### src/rtl/riscv_multicycle.sv
// Multicycle RV32I/RV32E subset core with one shared memory port.
// States: FETCH read IR | DECODE read regs, branch/jal target | MEMADR effective address
//   MEMREAD load wait | MEMWB load writeback | MEMWRITE store wait | EXECR/EXECI ALU op
//   ALUWB ALU writeback | BRANCH resolve | JAL link+jump | HALT unsupported instruction
module riscv_multicycle #(
  parameter logic [31:0] RESET_PC = 32'h0000_0000,
  parameter int          NREGS    = 32
) (
  input  logic        clk,
  input  logic        reset,
  output logic        MemReq,
  output logic        MemWE,
  output logic [31:0] MemAdr,
  output logic [31:0] MemWData,
  input  logic [31:0] MemRData,
  input  logic        MemReady,
  output logic        Retired,
  output logic        Illegal,
  output logic [31:0] PC
);

  typedef enum logic [3:0] {
    FETCH, DECODE, MEMADR, MEMREAD, MEMWB, MEMWRITE,
    EXECR, EXECI, ALUWB, BRANCH, JAL, HALT
  } state_t;

  localparam logic [6:0] OP_LOAD   = 7'b0000011;
  localparam logic [6:0] OP_STORE  = 7'b0100011;
  localparam logic [6:0] OP_REG    = 7'b0110011;
  localparam logic [6:0] OP_IMM    = 7'b0010011;
  localparam logic [6:0] OP_BRANCH = 7'b1100011;
  localparam logic [6:0] OP_JAL    = 7'b1101111;
  localparam int         IDXW      = $clog2(NREGS);
  localparam logic [5:0] NREGS_L   = 6'(NREGS);

  state_t      state_q, state_d, dispatch;
  logic [31:0] pc_q, pc_d, old_pc_q, old_pc_d, ir_q, ir_d;
  logic [31:0] a_q, a_d, b_q, b_d, alu_q, alu_d, data_q, data_d;
  logic [31:0] regs_q [NREGS];

  logic        rf_we;
  logic [31:0] rf_wd;

  logic [6:0]  opcode, f7;
  logic [4:0]  rd, rs1, rs2;
  logic [2:0]  f3;
  logic [31:0] imm_i, imm_s, imm_b, imm_j;
  logic        rs1_ok, rs2_ok, rd_ok, alu_f3_ok;
  logic [31:0] rs1_val, rs2_val;
  logic [31:0] alu_b, alu_res, diff;
  logic        alu_sub, taken;

  assign opcode = ir_q[6:0];
  assign rd     = ir_q[11:7];
  assign f3     = ir_q[14:12];
  assign rs1    = ir_q[19:15];
  assign rs2    = ir_q[24:20];
  assign f7     = ir_q[31:25];

  assign imm_i = {{20{ir_q[31]}}, ir_q[31:20]};
  assign imm_s = {{20{ir_q[31]}}, ir_q[31:25], ir_q[11:7]};
  assign imm_b = {{19{ir_q[31]}}, ir_q[31], ir_q[7], ir_q[30:25], ir_q[11:8], 1'b0};
  assign imm_j = {{11{ir_q[31]}}, ir_q[31], ir_q[19:12], ir_q[20], ir_q[30:21], 1'b0};

  // Indices beyond the implemented register count (RV32E) are decode faults.
  assign rs1_ok = ({1'b0, rs1} < NREGS_L);
  assign rs2_ok = ({1'b0, rs2} < NREGS_L);
  assign rd_ok  = ({1'b0, rd}  < NREGS_L);

  assign rs1_val = (rs1 == 5'd0 || !rs1_ok) ? '0 : regs_q[rs1[IDXW-1:0]];
  assign rs2_val = (rs2 == 5'd0 || !rs2_ok) ? '0 : regs_q[rs2[IDXW-1:0]];

  assign alu_f3_ok = (f3 == 3'b000) || (f3 == 3'b111) || (f3 == 3'b110) || (f3 == 3'b010);

  always_comb begin
    dispatch = HALT;
    case (opcode)
      OP_LOAD:   if (f3 == 3'b010 && rs1_ok && rd_ok) dispatch = MEMADR;
      OP_STORE:  if (f3 == 3'b010 && rs1_ok && rs2_ok) dispatch = MEMADR;
      OP_REG:    if (((f7 == 7'b0000000 && alu_f3_ok) || (f7 == 7'b0100000 && f3 == 3'b000))
                     && rs1_ok && rs2_ok && rd_ok) dispatch = EXECR;
      OP_IMM:    if (alu_f3_ok && rs1_ok && rd_ok) dispatch = EXECI;
      OP_BRANCH: if ((f3 == 3'b000 || f3 == 3'b001 || f3 == 3'b100) && rs1_ok && rs2_ok)
                   dispatch = BRANCH;
      OP_JAL:    if (rd_ok) dispatch = JAL;
      default:   dispatch = HALT;
    endcase
  end

  always_comb begin
    alu_res = '0;
    alu_b   = (state_q == EXECI) ? imm_i : b_q;
    alu_sub = (state_q == EXECR) && f7[5];
    case (f3)
      3'b000:  alu_res = alu_sub ? a_q - alu_b : a_q + alu_b;
      3'b111:  alu_res = a_q & alu_b;
      3'b110:  alu_res = a_q | alu_b;
      3'b010:  alu_res = {31'b0, $signed(a_q) < $signed(alu_b)};
      default: alu_res = '0;
    endcase
  end

  always_comb begin
    diff  = a_q - b_q;
    taken = 1'b0;
    case (f3)
      3'b000:  taken = (diff == 32'd0);
      3'b001:  taken = (diff != 32'd0);
      3'b100:  taken = $signed(a_q) < $signed(b_q);
      default: taken = 1'b0;
    endcase
  end

  always_comb begin
    state_d  = state_q;
    pc_d     = pc_q;
    old_pc_d = old_pc_q;
    ir_d     = ir_q;
    a_d      = a_q;
    b_d      = b_q;
    alu_d    = alu_q;
    data_d   = data_q;
    MemReq   = 1'b0;
    MemWE    = 1'b0;
    MemAdr   = alu_q;
    MemWData = b_q;
    Retired  = 1'b0;
    Illegal  = 1'b0;
    rf_we    = 1'b0;
    rf_wd    = alu_q;
    case (state_q)
      FETCH: begin
        MemReq = 1'b1;
        MemAdr = pc_q;
        if (MemReady) begin
          ir_d     = MemRData;
          old_pc_d = pc_q;
          pc_d     = pc_q + 32'd4;
          state_d  = DECODE;
        end
      end
      DECODE: begin
        a_d     = rs1_val;
        b_d     = rs2_val;
        alu_d   = old_pc_q + ((opcode == OP_JAL) ? imm_j : imm_b);
        state_d = dispatch;
      end
      MEMADR: begin
        alu_d   = a_q + ((opcode == OP_STORE) ? imm_s : imm_i);
        state_d = (opcode == OP_STORE) ? MEMWRITE : MEMREAD;
      end
      MEMREAD: begin
        MemReq = 1'b1;
        if (MemReady) begin
          data_d  = MemRData;
          state_d = MEMWB;
        end
      end
      MEMWB: begin
        rf_we   = 1'b1;
        rf_wd   = data_q;
        Retired = 1'b1;
        state_d = FETCH;
      end
      MEMWRITE: begin
        MemReq = 1'b1;
        MemWE  = 1'b1;
        if (MemReady) begin
          Retired = 1'b1;
          state_d = FETCH;
        end
      end
      EXECR, EXECI: begin
        alu_d   = alu_res;
        state_d = ALUWB;
      end
      ALUWB: begin
        rf_we   = 1'b1;
        Retired = 1'b1;
        state_d = FETCH;
      end
      BRANCH: begin
        if (taken) pc_d = alu_q;
        Retired = 1'b1;
        state_d = FETCH;
      end
      JAL: begin
        rf_we   = 1'b1;
        rf_wd   = pc_q;
        pc_d    = alu_q;
        Retired = 1'b1;
        state_d = FETCH;
      end
      HALT: Illegal = 1'b1;
      default: state_d = HALT;
    endcase
    // A reset cycle must not start a bus access or commit anything.
    if (reset) begin
      MemReq  = 1'b0;
      MemWE   = 1'b0;
      Retired = 1'b0;
      Illegal = 1'b0;
      rf_we   = 1'b0;
    end
  end

  always_ff @(posedge clk) begin
    if (reset) state_q <= FETCH;
    else       state_q <= state_d;
  end

  always_ff @(posedge clk) begin
    if (reset) begin
      pc_q     <= RESET_PC;
      old_pc_q <= RESET_PC;
      ir_q     <= '0;
      a_q      <= '0;
      b_q      <= '0;
      alu_q    <= '0;
      data_q   <= '0;
    end else begin
      pc_q     <= pc_d;
      old_pc_q <= old_pc_d;
      ir_q     <= ir_d;
      a_q      <= a_d;
      b_q      <= b_d;
      alu_q    <= alu_d;
      data_q   <= data_d;
    end
  end

  always_ff @(posedge clk) begin
    if (reset) begin
      for (int i = 0; i < NREGS; i++) regs_q[i] <= '0;
    end else if (rf_we && rd != 5'd0) begin
      regs_q[rd[IDXW-1:0]] <= rf_wd;
    end
  end

  assign PC = pc_q;

endmodule

### config.mk
export PLATFORM = sky130hd
export DESIGN_NAME = riscv_multicycle
export DESIGN_NICKNAME = d
export VERILOG_FILES = /design/src/rtl/riscv_multicycle.sv
export SDC_FILE = /design/constraint.sdc
export NUM_CORES = 2
export LEC_CHECK = 0
export CAP_MARGIN = 20
export CELL_PAD_IN_SITES_DETAIL_PLACEMENT = 1
export CELL_PAD_IN_SITES_GLOBAL_PLACEMENT = 1
export CORE_UTILIZATION = 37
export CTS_BUF_LIST = sky130_fd_sc_hd__clkbuf_2
export DETAILED_ROUTE_END_ITERATION = 10
export PLACE_DENSITY = 0.7
export SETUP_SLACK_MARGIN = 0.2
export SLEW_MARGIN = 15
export SYNTH_ARGS = -nofsm -noshare
export SYNTH_HDL_FRONTEND = slang
export SYNTH_SLANG_ARGS = --single-unit
### constraint.sdc
create_clock -name clk -period 5.7 [get_ports clk]
set_input_delay 0.855 -clock clk [delete_from_list [all_inputs] [get_ports clk]]
set_output_delay 0.855 -clock clk [all_outputs]
set_load 0.005 [all_outputs]
==> implementation parameters <==
Parameter                              Value

Status
  Outcome    finished clean

Critical path
  Sort of element at the end of the critical path    output pin
  Category of the most critical setup path    register to output pin
  Arrival time at the worst endpoint    4.38 ns
  Worst path required time    4.85 ns
  Critical path peak fanout    26
  Startpoint type of the worst setup path    register

Placed design
  Number of buffer cells added on primary ports    134
  Weighted congestion at the end of routability-driven global placement    0.954
  DPL Wire Length    200 mm

Yosys
  Count of mapped cells out of synthesis    6164
  Post-synthesis sequential area ratio    49.3%
  Primary flip-flop cell chosen by synthesis mapping    sky130_fd_sc_hd__edfxtp_1
  Flip-flop and latch count after synthesis    1262
  Post-Synthesis Mean Instance Area    11.7 um2
  Post-synthesis async set-or-reset flop share    0%
  Number of warnings issued by yosys    0
  EDFF count, synth    1024
  Number of distinct library cell variants in the gate-level netlist after synthesis    90
  Mapped Area    72100 um2

STA
  Setup repair after global routing missed its margin    false
  Count of final hold-check violations    0
  Post-Route Skew    0.261 ns
  Max-slew violation count    0
  Min Tclk post-route    5.24 ns
  Hold slack    0.289 ns
  Worst slew margin relative to its limit    19.1%
  Actual slew at the worst max-slew pin    1.21 ns
  Setup violations, final    0
  Highest attainable clock frequency    191 MHz
  Final period utilization    91.9%
  Final total negative setup slack    0 ns

Die
  Area of the die    197000 um2
  Floorplan Core Area    193000 um2
  Die H    443 um
  Top-Level Pins    135
  Initial cell density of the core    37.4%
  Die width    443 um
  Row Count    161

Drt
  Highest metal layer with signal wires    met5
  DRC errors left    0
  Number of vias per cell    6.33
  Wire length per cell    32.8 um
  Met2 wire length    141 mm
  Number of detailed-routing iterations run before antenna repair    6
  Met3 wire length    32.6 mm
  Final routed wirelength across all metal layers    300 mm
  Detailed Route Iter0 Violations    7763
  Detailed-routing wirelength on met1    108 mm
  Post-route ant nets    0
  Overall via count from detail_route    58100

Global routing
  Via count of the first global-routing pass    59400
  Wire length of the first global-routing pass    424 mm
  All-Layer GR Usage    30.0%
  Antenna violations before repair    9
  Maximum number of pins on one net before global-route repair    78
  Total congestion overflow after global routing    0

Clock network
  Postcts setup bufs    0
  Clock transition at the registers of the reported paths    0.11 ns
  Library cell used as clock root buffer    sky130_fd_sc_hd__clkbuf_2
  Number of H-tree levels    5
  CTS tree    yes
  Clock Sinks    1262
  Maximum clock insertion buffer count    4
  Clock network latency to the later pin of the worst-skew pair    1.88 ns
  CTS buffer count    351

Power
  Combinational cell fraction of total power    45.8%
  Standby leakage power    27.7 nW
  Int Pwr    0.0185 W
  Net switching power    0.0147 W
  Total power per unit cell area    411 nW/um2
  Final total power    0.0332 W
  Sw Ratio    44.4%
  Relative contribution of sequential cells to total power    34.8%
  Maximum resistive drop on vdd    257 uV
  Clock power share    19.4%

Min path
  Hold/Removal Path Class    input port to register

Cells and area
  Share of layout cells above drive strength 1    23.5%
  Area Growth Syn to Fin    11.9%
  Final core utilization    41.8%
  # nets final    6657

Run
  Max Cap Violations    0
## critical path, cell delays in order, from the launching register on
cell	delay, ns
sky130_fd_sc_hd__dfxtp_1	0.33
sky130_fd_sc_hd__buf_4	0.19
sky130_fd_sc_hd__nor2_1	0.24
sky130_fd_sc_hd__nand2_1	0.53
sky130_fd_sc_hd__buf_4	0.44
sky130_fd_sc_hd__o21ai_0	0.19
sky130_fd_sc_hd__clkdlybuf4s50_1	0.56
## path summary, 6_finish.rpt
check / startpoint / slack, ns / endpoint / cells after the start
worst max-delay path: state_q[0]$_SDFFE_PP0P_ / 0.46 / MemAdr[17] / 6
worst min-delay path: MemRData[30] / 0.29 / ir_q[30]$_SDFFE_PP0P_ / 4
worst max register to register: ir_q[5]$_SDFFE_PP0P_ / 0.59 / alu_q[30]$_SDFFE_PP0P_ / 17
worst min register to register: old_pc_q[26]$_SDFFE_PP0P_ / 0.46 / old_pc_q[26]$_SDFFE_PP0P_ / 2
## layout by cell type (no fill, tap or decap), drive strengths merged, types with 133 or more instances in the layout
cell type / synthesis / layout
nand2: 508 / 508
clkbuf: 439 / 495
nor2: 1336 / 1336
ha: 191 / 191
o21ai: 187 / 187
inv: 157 / 165
edfxtp: 1024 / 1024
dfxtp: 238 / 238
buf: 90 / 237
mux4: 640 / 640
clkdlybuf4s50: 0 / 133
a21oi: 438 / 438
## routing by layer
layer	GRT usage (%)	up-vias
li1	-	23600
met1	36.7	29800
met3	7.86	950
met4	16.8	4
met5	0	-
met2	48.2	3758
## per-stage QoR
stage / cell area, um2 / std cells / setup slack, ns
floorplan: 72200 / 6195 / 1.22
global placement: 77400 / 8559 / 0.697
detailed placement: 77500 / 8560 / 0.623
CTS: 80700 / 9166 / 0.284
global route: 80700 / 9174 / 0.160
finish: 80700 / 9175 / 0.463
## state kept, by name (all words and copies together), names as in the netlist, named ones only
name      cells
regs_q     1024
MemWData     32
PC           32
a_q          32
alu_q        32
data_q       32
ir_q         32
old_pc_q     32
state_q       4
## synthesized netlist by cell type, types with 21 or more instances
library cell	instances	area share, %
sky130_fd_sc_hd__a21o_1	44	0.46
sky130_fd_sc_hd__dfxtp_1	238	6.6
sky130_fd_sc_hd__xnor2_1	61	0.74
sky130_fd_sc_hd__a31oi_1	28	0.24
sky130_fd_sc_hd__nor2b_1	21	0.18
sky130_fd_sc_hd__ha_1	191	3.3
sky130_fd_sc_hd__mux4_2	640	20
sky130_fd_sc_hd__o22ai_1	31	0.27
sky130_fd_sc_hd__nand3_1	60	0.42
sky130_fd_sc_hd__mux2i_1	75	1.0
sky130_fd_sc_hd__o21ai_0	181	1.3
sky130_fd_sc_hd__clkbuf_1	438	2.3
sky130_fd_sc_hd__a211oi_1	27	0.28
sky130_fd_sc_hd__xor2_1	45	0.55
sky130_fd_sc_hd__nor3_1	76	0.53
sky130_fd_sc_hd__nand2_1	507	2.6
sky130_fd_sc_hd__and3_1	21	0.18
sky130_fd_sc_hd__inv_1	157	0.82
sky130_fd_sc_hd__a21oi_1	436	3.0
sky130_fd_sc_hd__o21bai_1	23	0.24
sky130_fd_sc_hd__nor2_1	1335	6.9
sky130_fd_sc_hd__a22o_1	34	0.41
sky130_fd_sc_hd__o21a_1	24	0.25
sky130_fd_sc_hd__edfxtp_1	1024	43
sky130_fd_sc_hd__nand2b_1	25	0.22
sky130_fd_sc_hd__nand4_1	29	0.25
sky130_fd_sc_hd__buf_1	72	0.37
## kinds of logic after synthesis
kind of cell,synth area share (%)
simple gates,12.3
mux,21.3
flops,49.3
buf+inv,3.64
fa+ha+maj,3.45
other cells,0.00520
xor+xnor,1.29
compound gates,8.78
## repair_timing
| action | 4_1_cts | 5_1_grt |
|---|---|---|
| hold buffers | 38 | 0 |
| hold endpoints to repair | 192 | 0 |
| gates resized for setup | 0 | 0 |
## area by class of cell
class / count / area, um2
Timing Repair Buffer: 407 / 4050
Clock inverter: 73 / 335
Inverter: 157 / 589
Clock buffer: 495 / 2480
Tap cell: 2526 / 3160
Antenna cell: 8 / 20.0
Sequential cell: 1262 / 35500
Fill cell: 20800 / 112000
Multi-Input combinational cell: 4247 / 34500
## power groups by stage
stage          combinational (W)  sequential, W  clock (W)
6_report                  0.0152         0.0116    0.00643
5_1_grt                   0.0159         0.0116    0.00695
4_1_cts                   0.0149         0.0115    0.00654
3_5_place_dp              0.0148         0.0117          0
3_3_place_gp              0.0146         0.0117          0
2_1_floorplan            0.00949         0.0111          0
No activity file was read; power rests on OpenSTA's default activity.
